File: src/rtl/ram_ctrl_pkg.sv
// Shared types and constants for the two-requester sync_ram controller.
// Requester IDs double as round-robin history and read-return owner tags.
package ram_ctrl_pkg;

    typedef enum logic {
        CLR,
        RUN
    } state_e;

    localparam int unsigned DEF_AW = 4;
    localparam int unsigned DEF_DW = 8;

    localparam logic REQ_A = 1'b0;
    localparam logic REQ_B = 1'b1;

endpackage

File: src/rtl/rr_arb2.sv
// Two-input round-robin arbiter. gnt is combinational from req; rr_last records
// the most recent winner and only moves on a cycle that actually grants.
module rr_arb2
    import ram_ctrl_pkg::*;
(
    input  logic       clk,
    input  logic       rst_n,
    input  logic       en,
    input  logic [1:0] req,
    output logic [1:0] gnt
);

    logic rr_last;

    always_comb begin
        gnt = 2'b00;
        if (en) begin
            unique case (req)
                2'b01:   gnt = 2'b01;
                2'b10:   gnt = 2'b10;
                2'b11:   gnt = (rr_last == REQ_A) ? 2'b10 : 2'b01;
                default: gnt = 2'b00;
            endcase
        end
    end

    // Reset to B so that A wins the first contested cycle.
    always_ff @(posedge clk or negedge rst_n) begin
        if (!rst_n) begin
            rr_last <= REQ_B;
        end else if (|gnt) begin
            rr_last <= gnt[1] ? REQ_B : REQ_A;
        end
    end

endmodule

File: src/rtl/ram_arbiter.sv
// Controller for a single-port sync RAM: optional post-reset clear sweep, then
// round-robin sharing between requesters A and B with tagged read return.
module ram_arbiter
    import ram_ctrl_pkg::*;
#(
    parameter int unsigned   AW      = DEF_AW,
    parameter int unsigned   DW      = DEF_DW,
    parameter int unsigned   RD_LAT  = 1,
    parameter bit            CLR_EN  = 1'b1,
    parameter logic [DW-1:0] CLR_VAL = '0
) (
    input  logic          clk,
    input  logic          rst_n,

    input  logic          a_req,
    input  logic          a_we,
    input  logic [AW-1:0] a_addr,
    input  logic [DW-1:0] a_wdata,
    output logic          a_gnt,
    output logic          a_rvalid,
    output logic [DW-1:0] a_rdata,

    input  logic          b_req,
    input  logic          b_we,
    input  logic [AW-1:0] b_addr,
    input  logic [DW-1:0] b_wdata,
    output logic          b_gnt,
    output logic          b_rvalid,
    output logic [DW-1:0] b_rdata,

    output logic          ram_we,
    output logic [AW-1:0] ram_addr,
    output logic [DW-1:0] ram_din,
    input  logic [DW-1:0] ram_dout,

    output logic          init_done
);

    state_e        state;
    logic [AW-1:0] clr_cnt;
    logic          init_done_q;

    always_ff @(posedge clk or negedge rst_n) begin
        if (!rst_n) begin
            state       <= CLR_EN ? CLR : RUN;
            clr_cnt     <= '0;
            init_done_q <= !CLR_EN;
        end else begin
            unique case (state)
                CLR: begin
                    clr_cnt <= clr_cnt + AW'(1);
                    if (clr_cnt == {AW{1'b1}}) begin
                        state       <= RUN;
                        init_done_q <= 1'b1;
                    end
                end
                RUN: begin
                    state <= RUN;
                end
                default: begin
                    state <= RUN;
                end
            endcase
        end
    end

    assign init_done = init_done_q;

    // Gating on rst_n keeps grants low during reset even when the sweep is skipped.
    logic       arb_en;
    logic [1:0] gnt;

    assign arb_en = (state == RUN) && rst_n;

    rr_arb2 u_arb (
        .clk   (clk),
        .rst_n (rst_n),
        .en    (arb_en),
        .req   ({b_req, a_req}),
        .gnt   (gnt)
    );

    assign a_gnt = gnt[0];
    assign b_gnt = gnt[1];

    always_comb begin
        ram_we   = 1'b0;
        ram_addr = '0;
        ram_din  = '0;
        if (state == CLR) begin
            ram_we   = 1'b1;
            ram_addr = clr_cnt;
            ram_din  = CLR_VAL;
        end else if (gnt[0]) begin
            ram_we   = a_we;
            ram_addr = a_addr;
            ram_din  = a_wdata;
        end else if (gnt[1]) begin
            ram_we   = b_we;
            ram_addr = b_addr;
            ram_din  = b_wdata;
        end
    end

    // Read return: one {valid, owner} slot per cycle of RAM latency.
    logic              rd_push;
    logic              rd_owner;
    logic [RD_LAT-1:0] rv_q;
    logic [RD_LAT-1:0] own_q;

    assign rd_push  = (gnt[0] && !a_we) || (gnt[1] && !b_we);
    assign rd_owner = gnt[1] ? REQ_B : REQ_A;

    always_ff @(posedge clk or negedge rst_n) begin
        if (!rst_n) begin
            rv_q  <= '0;
            own_q <= '0;
        end else begin
            rv_q[0]  <= rd_push;
            own_q[0] <= rd_owner;
            for (int unsigned i = 1; i < RD_LAT; i++) begin
                rv_q[i]  <= rv_q[i-1];
                own_q[i] <= own_q[i-1];
            end
        end
    end

    assign a_rvalid = rv_q[RD_LAT-1] && (own_q[RD_LAT-1] == REQ_A);
    assign b_rvalid = rv_q[RD_LAT-1] && (own_q[RD_LAT-1] == REQ_B);
    assign a_rdata  = a_rvalid ? ram_dout : '0;
    assign b_rdata  = b_rvalid ? ram_dout : '0;

endmodule

File: config.mk
export PLATFORM = sky130hd
export DESIGN_NAME = ram_arbiter
export DESIGN_NICKNAME = d
export VERILOG_FILES = /design/src/rtl/ram_ctrl_pkg.sv /design/src/rtl/rr_arb2.sv /design/src/rtl/ram_arbiter.sv
export SDC_FILE = /design/constraint.sdc
export NUM_CORES = 1
export LEC_CHECK = 0
export ABC_CLOCK_PERIOD_IN_PS = 1800
export CAP_MARGIN = 40
export CELL_PAD_IN_SITES_DETAIL_PLACEMENT = 1
export CELL_PAD_IN_SITES_GLOBAL_PLACEMENT = 1
export CORE_MARGIN = 4
export CORE_UTILIZATION = 18
export DETAILED_ROUTE_END_ITERATION = 16
export PLACE_DENSITY_LB_ADDON = 0.1
export SYNTH_ARGS = -nofsm -noshare
export SYNTH_HDL_FRONTEND = slang
export SYNTH_SLANG_ARGS = --single-unit
File: constraint.sdc
create_clock -name clk -period 1.8 [get_ports clk]
set_input_delay 0.36 -clock clk [delete_from_list [all_inputs] [get_ports clk]]
set_output_delay 0.36 -clock clk [all_outputs]
set_load 0.01 [all_outputs]
==> results of run 1 <==
critical path: cells and delay by family, from the launching register on:
family                 cells  cell delay [ns]
DFF                        1             0.57
AOI/OAI and AO/OA          1             0.30
buffers and inverters      2             0.24
and+or+nand+nor            2             0.22
through the flow:
step           instance area [um2]  total power [mW]
2_1_floorplan                  687             0.321
3_3_place_gp                  1510             0.511
3_5_place_dp                  1510             0.516
4_1_cts                       1550             0.746
5_1_grt                       1590             0.796
6_report                      1590             0.739
Yosys cell counts, drive strengths merged:
cell type,instances,area (um2)
ha,1,12.5
and2b,1,8.76
dfstp,1,26.3
and2,10,65.1
a21oi,1,16.3
xnor2,3,26.3
a22o,9,78.8
nor2b,1,6.26
mux2,1,11.3
a31o,1,8.76
a221o,5,50.1
clkbuf,1,3.75
nand2,4,15.0
buf,3,33.8
and3,12,83.8
o22a,1,10.0
inv,4,15.0
nand3,3,15.0
dfrtp,8,200
sequential cells by signal, summed over array words and instances (netlist names):
signal,cells
state,1
clr_cnt,4
init_done,1
rv_q,1
u_arb.rr_last,1
own_q,1
repair_timing:
action                     in CTS  in global routing
resized for setup              81                  8
setup endpoints to repair      31                 17
cloned                          1                  1
setup buffers                   6                  0
hold buffers                    0                  0
pin swaps                       5                  5
metal layers:
metal  share of wire (%)  global-route usage, %  vias up
li1                    -                      -      441
met1                  40                   13.5      426
met2                  51                   22.4       44
met3                 7.3                   4.20        4
met4                 1.1                   3.83        0
met5                   0                      0        -
worst paths after layout:
kind / slack, ns / from / depth (start not counted) / to
worst max register to register: 0.38 / u_arb.rr_last / 6 / rv_q
worst min-delay path: 0.24 / rst_n / 2 / state
max in group asynchronous: 1.35 / rst_n / 2 / u_arb.rr_last
worst max-delay path: -0.12 / u_arb.rr_last / 5 / ram_we
worst min register to register: 0.48 / init_done / 1 / init_done
min in group clk: 0.48 / init_done / 1 / init_done
cell type report:
cell class	instances	share of cell area, %
Clock buffer	4	2.84
Multi-Input combinational cell	54	27.1
Sequential cell	9	14.3
Tap cell	48	3.79
Inverter	4	0.947
Timing Repair Buffer	88	51.1
cell families after synthesis:
logic type | Yosys count | synth area share, %
simple gates | 31 | 28.2
flops | 9 | 33.0
fa+ha+maj | 1 | 1.82
buf+inv | 8 | 7.65
compound gates | 17 | 23.9
xor+xnor | 3 | 3.83
mux | 1 | 1.64
power by group through the flow:
| stage | clock, mW | combinational (mW) | sequential (mW) |
|---|---|---|---|
| CTS | 0.242 | 0.282 | 0.222 |
| global placement | 0 | 0.289 | 0.222 |
| global route | 0.261 | 0.312 | 0.222 |
| detailed placement | 0 | 0.294 | 0.222 |
| floorplan | 0 | 0.0974 | 0.223 |
| finish | 0.229 | 0.288 | 0.222 |
==> run summary, run 1 <==
Status: complete, but fails checks
Failing checks: setup timing
Synthesized area per cell: 9.81 um2
Clock power frac: 30.9%
Via Count: 915
DIE HEIGHT: 69.8 um
Core area: 3660 um2
Most frequent cells in the layout: clkdlybuf4s50_1 (35), dlygate4sd2_1 (19), buf_4 (12)
Flops & latches, synth: 9
Setup_tns: -0.524 ns
Setup CP Type: register to output pin
GRT Total Usage: 12.4%
Max-cap viol count: 0
Hold Violations, Final: 0
Max clock buf depth: 2
Synthesized area: 687 um2
First-pass GRT wire length: 4.82 mm
Die Wd: 69.8 um
CTS sink cnt: 9
Ys Warns: 0
Drt pass-1 iters: 2
I/O pin total: 72
Diode count: 0
Largest net degree at the start of global routing: 16
Initial antenna violation count: 0
DR vias/cell: 4.42
Final core utilization: 43.3%
CTS tree: built
Layout cells sized above 1: 30.2%
Tmin final: 1.92 ns
Worst hold margin: 0.236 ns
Post-route ant nets: 0
HPWL after detailed placement: 2.44 mm
Clk_skew: 0.000198 ns
Avg WL per Cell: 14.7 um
Num CTS Buffers: 3
Area occupied by multi-input gates: 429 um2
RD Place Congestion: 0.728
Combinational share of power: 39.0%
Switching share of power: 25.8%
Final Cycle Share: 107%
Final setup fails: 13
Slowest cell on crit path: dfstp_2
Worst-path clk slew: 0.04 ns
Syn nets: 109
Least-Margin Pin Slew: 0.196 ns
Routed wire length: 3.05 mm
Pre-CTS setup slack: -0.631 ns
CP Max Fanout: 6
Fin worst setup slack: -0.123 ns
Area occupied by registers: 226 um2
Distinct cells, synth: 22
Flop pwr share: 30.1%
Clk Latency, worst-skew pair: 0.23 ns
Post-synthesis sequential area ratio: 33.0%
Slew Limit Fails: 0
Startpoint Class: register
DRC viols: 0
Cell Int Power: 0.549 mW
Fmax achieved: 520 MHz
GRT overflow: 0
Peak VDD IR: 0.000354 V
Detailed router's first-iteration violation count: 13
Critical Path AT: 1.56 ns
RSZ-0062 raised after global routing: true
Slew HR: 86.9%
Synth Instances: 70
IO Port Bufs: 71
Nets: 199
Most used cell along the critical path: buf_6
Min-delay worst type: primary input to async pin
Fill count: 448
Sw power: 0.191 mW
Power Density: 466 nW/um2
Clk root buf: clkbuf_8
Leakage: 0.870 nW
Area delta synth->final: 131%
Non-Filler Instances: 207
Number of global-route vias before repair: 953
CP Capture Type: output pin
Worst stage delay on the critical path: 0.57 ns
Die ar.: 4870 um2
H-tree levels: 1
Critical path cell sequence: nand2_4, and2_4, buf_6, a221o_1, buf_6
Cell Rows: 22
Cells after DPL: 195
Starting Density: 18.8%
Worst EP required: 1.44 ns
Most common cell after layout, fill and taps aside: clkdlybuf4s50_1
No activity file was read; power rests on OpenSTA's default activity.
==> run 2, diff against run 1 <==
GPL_TIMING_DRIVEN = 0   (was unset)
==> run summary, run 2 (synthesis gave the netlist of run 1 again) <==
Routed wire length: 2.97 mm (-2.5%)
Most common cell after layout, fill and taps aside: clkdlybuf4s50_1
CTS tree: built
Final Cycle Share: 104% (-3.2 points)
Starting Density: 18.8% (unchanged)
Cell Rows: 22 (unchanged)
Slew HR: 75.0% (-12 points)
Switching share of power: 26.2% (+0.40 points)
HPWL after detailed placement: 2.33 mm (-4.6%)
Number of global-route vias before repair: 942 (-1.2%)
First-pass GRT wire length: 4.73 mm (-1.7%)
Max-cap viol count: 0 (unchanged)
IO Port Bufs: 71 (unchanged)
Drt pass-1 iters: 4 (+2)
GRT Total Usage: 11.6% (-0.84 points)
Slowest cell on crit path: dfstp_2
Status: complete, but fails checks
I/O pin total: 72 (unchanged)
Initial antenna violation count: 0 (unchanged)
CTS sink cnt: 9 (unchanged)
Critical Path AT: 1.50 ns (-0.06 ns)
CP Capture Type: output pin
Clk Latency, worst-skew pair: 0.23 ns (about the same)
Cell Int Power: 0.537 mW (-2.1%)
Core area: 3660 um2 (unchanged)
Least-Margin Pin Slew: 0.374 ns (+0.177 ns)
Final Power: 0.728 mW (-1.5%)
Worst-path clk slew: 0.04 ns (about the same)
Crit path depth: 5 (unchanged)
Largest net degree at the start of global routing: 13 (-3)
Most frequent cells in the layout: clkdlybuf4s50_1 (35), dlygate4sd2_1 (19), buf_2 (13)
Worst EP required: 1.44 ns (about the same)
Hold Violations, Final: 0 (unchanged)
Num CTS Buffers: 3 (unchanged)
Tmin final: 1.86 ns (-0.0585 ns)
Setup CP Type: register to output pin
Die ar.: 4870 um2 (unchanged)
Non-Filler Instances: 200 (-3.4%)
Worst stage delay on the critical path: 0.56 ns (about the same)
Fmax achieved: 536 MHz (+3.1%)
Nets: 192 (-3.5%)
Via Count: 874 (-4.5%)
Clk_skew: 0.000990 ns (+0.000792 ns)
Clock power frac: 31.5% (+0.6 points)
Layout cells sized above 1: 28.3% (-1.9 points)
Clk root buf: clkbuf_8
Leakage: 0.807 nW (-7.2%)
Max clock buf depth: 2 (unchanged)
Power Density: 480 nW/um2 (+3.0%)
Max reg flops: 4 (unchanged)
R2R cell count: 5 (-1)
DR vias/cell: 4.37 (-1.1%)
DRC viols: 0 (unchanged)
Failing checks: setup timing
Flop pwr share: 30.6% (+0.5 points)
Detailed router's first-iteration violation count: 26 (+13)
Combinational share of power: 37.8% (-1.2 points)
Cells after DPL: 189 (-3.1%)
Post-route ant nets: 0 (unchanged)
Final core utilization: 41.4% (-1.9 points)
Critical path cell sequence: nand2_4, and2_4, clkbuf_16, a22o_1, buf_2
Largest Register: clr_cnt
Avg WL per Cell: 14.8 um (+0.92%)
CP Buf/Inv Count: 2 (unchanged)
Sw power: 0.191 mW (about the same)
Min-delay worst type: primary input to async pin
Pre-CTS setup slack: -1.07 ns (-0.442 ns)
Die Wd: 69.8 um (unchanged)
GRT overflow: 0 (unchanged)
RSZ-0062 raised after global routing: true
Top delay family on crit path: flip-flops
Worst hold margin: 0.119 ns (-0.117 ns)
Fin worst setup slack: -0.0644 ns (+0.0585 ns)
DIE HEIGHT: 69.8 um (unchanged)
Slew Limit Fails: 0 (unchanged)
Startpoint Class: register
Final setup fails: 12 (-1)
CP Max Fanout: 5 (-1)
RD Place Congestion: 0.727 (-0.22%)
H-tree levels: 1 (unchanged)
Peak VDD IR: 0.000391 V (+11%)
Diode count: 0 (unchanged)
Area delta synth->final: 121%
## run 2: cell count changes in the layout (fill, tap and decap cells not counted)
cell and delta:
and2_4 -1, and3_2 -3, and3_4 +3, buf_12 -1, buf_2 +2, buf_4 -7
buf_6 -4, buf_8 +1, clkbuf_2 +1, clkbuf_4 +2, dfrtp_1 -2, dfrtp_2 +2
dlygate4sd3_1 +1, dlymetal6s2s_1 -1
## run 2: through the flow
step           area, um2  TNS (ns)
2_1_floorplan        687         0
3_3_place_gp        1460    -16.76
3_5_place_dp        1460    -17.44
4_1_cts             1480    -0.661
5_1_grt             1520     -1.21
6_report            1520    -0.450
## run 2: final timing paths
| check | startpoint | to | slack, ns |
|---|---|---|---|
| worst max-delay path | u_arb.rr_last | ram_din[7] | -0.06 |
| worst max register to register | u_arb.rr_last | rv_q | 0.43 |
| worst min-delay path | rst_n | u_arb.rr_last | 0.12 |
| min in group clk | init_done | init_done | 0.46 |
| worst min register to register | init_done | init_done | 0.46 |
| max in group asynchronous | rst_n | own_q | 0.86 |
## run 2: power by group through the flow
stage / Sequential, mW / Combinational [mW] / Clock, mW
global route: 0.224 / 0.298 / 0.254
floorplan: 0.223 / 0.0974 / 0
detailed placement: 0.228 / 0.275 / 0
finish: 0.223 / 0.275 / 0.230
global placement: 0.227 / 0.272 / 0
CTS: 0.221 / 0.262 / 0.235
## run 2: layout make-up
class	instances	area [um2]
fill	435	2150
timing repair buffer	79	701
multi-input combinational	53	432
sequential	9	229
tap	48	60.1
clock buffer	4	45.0
buffer	3	33.8
inverter	4	15.0
## run 2: per-layer routing
layer / global-route usage (%) / share of wire, % / up-vias
met5: 0 / 0 / -
met4: 2.55 / 1.4 / 0
met3: 3.04 / 6.1 / 4
met2: 20.7 / 50 / 46
met1: 13.7 / 42 / 401
li1: - / - / 423
## run 2: repair_timing
action	4_1_cts	5_1_grt
gates resized for setup	91	4
gates cloned	0	1
setup endpoints to repair	32	16
hold buffers	0	1
buffers inserted	5	1
hold endpoints to repair	0	8
pin swaps	3	4
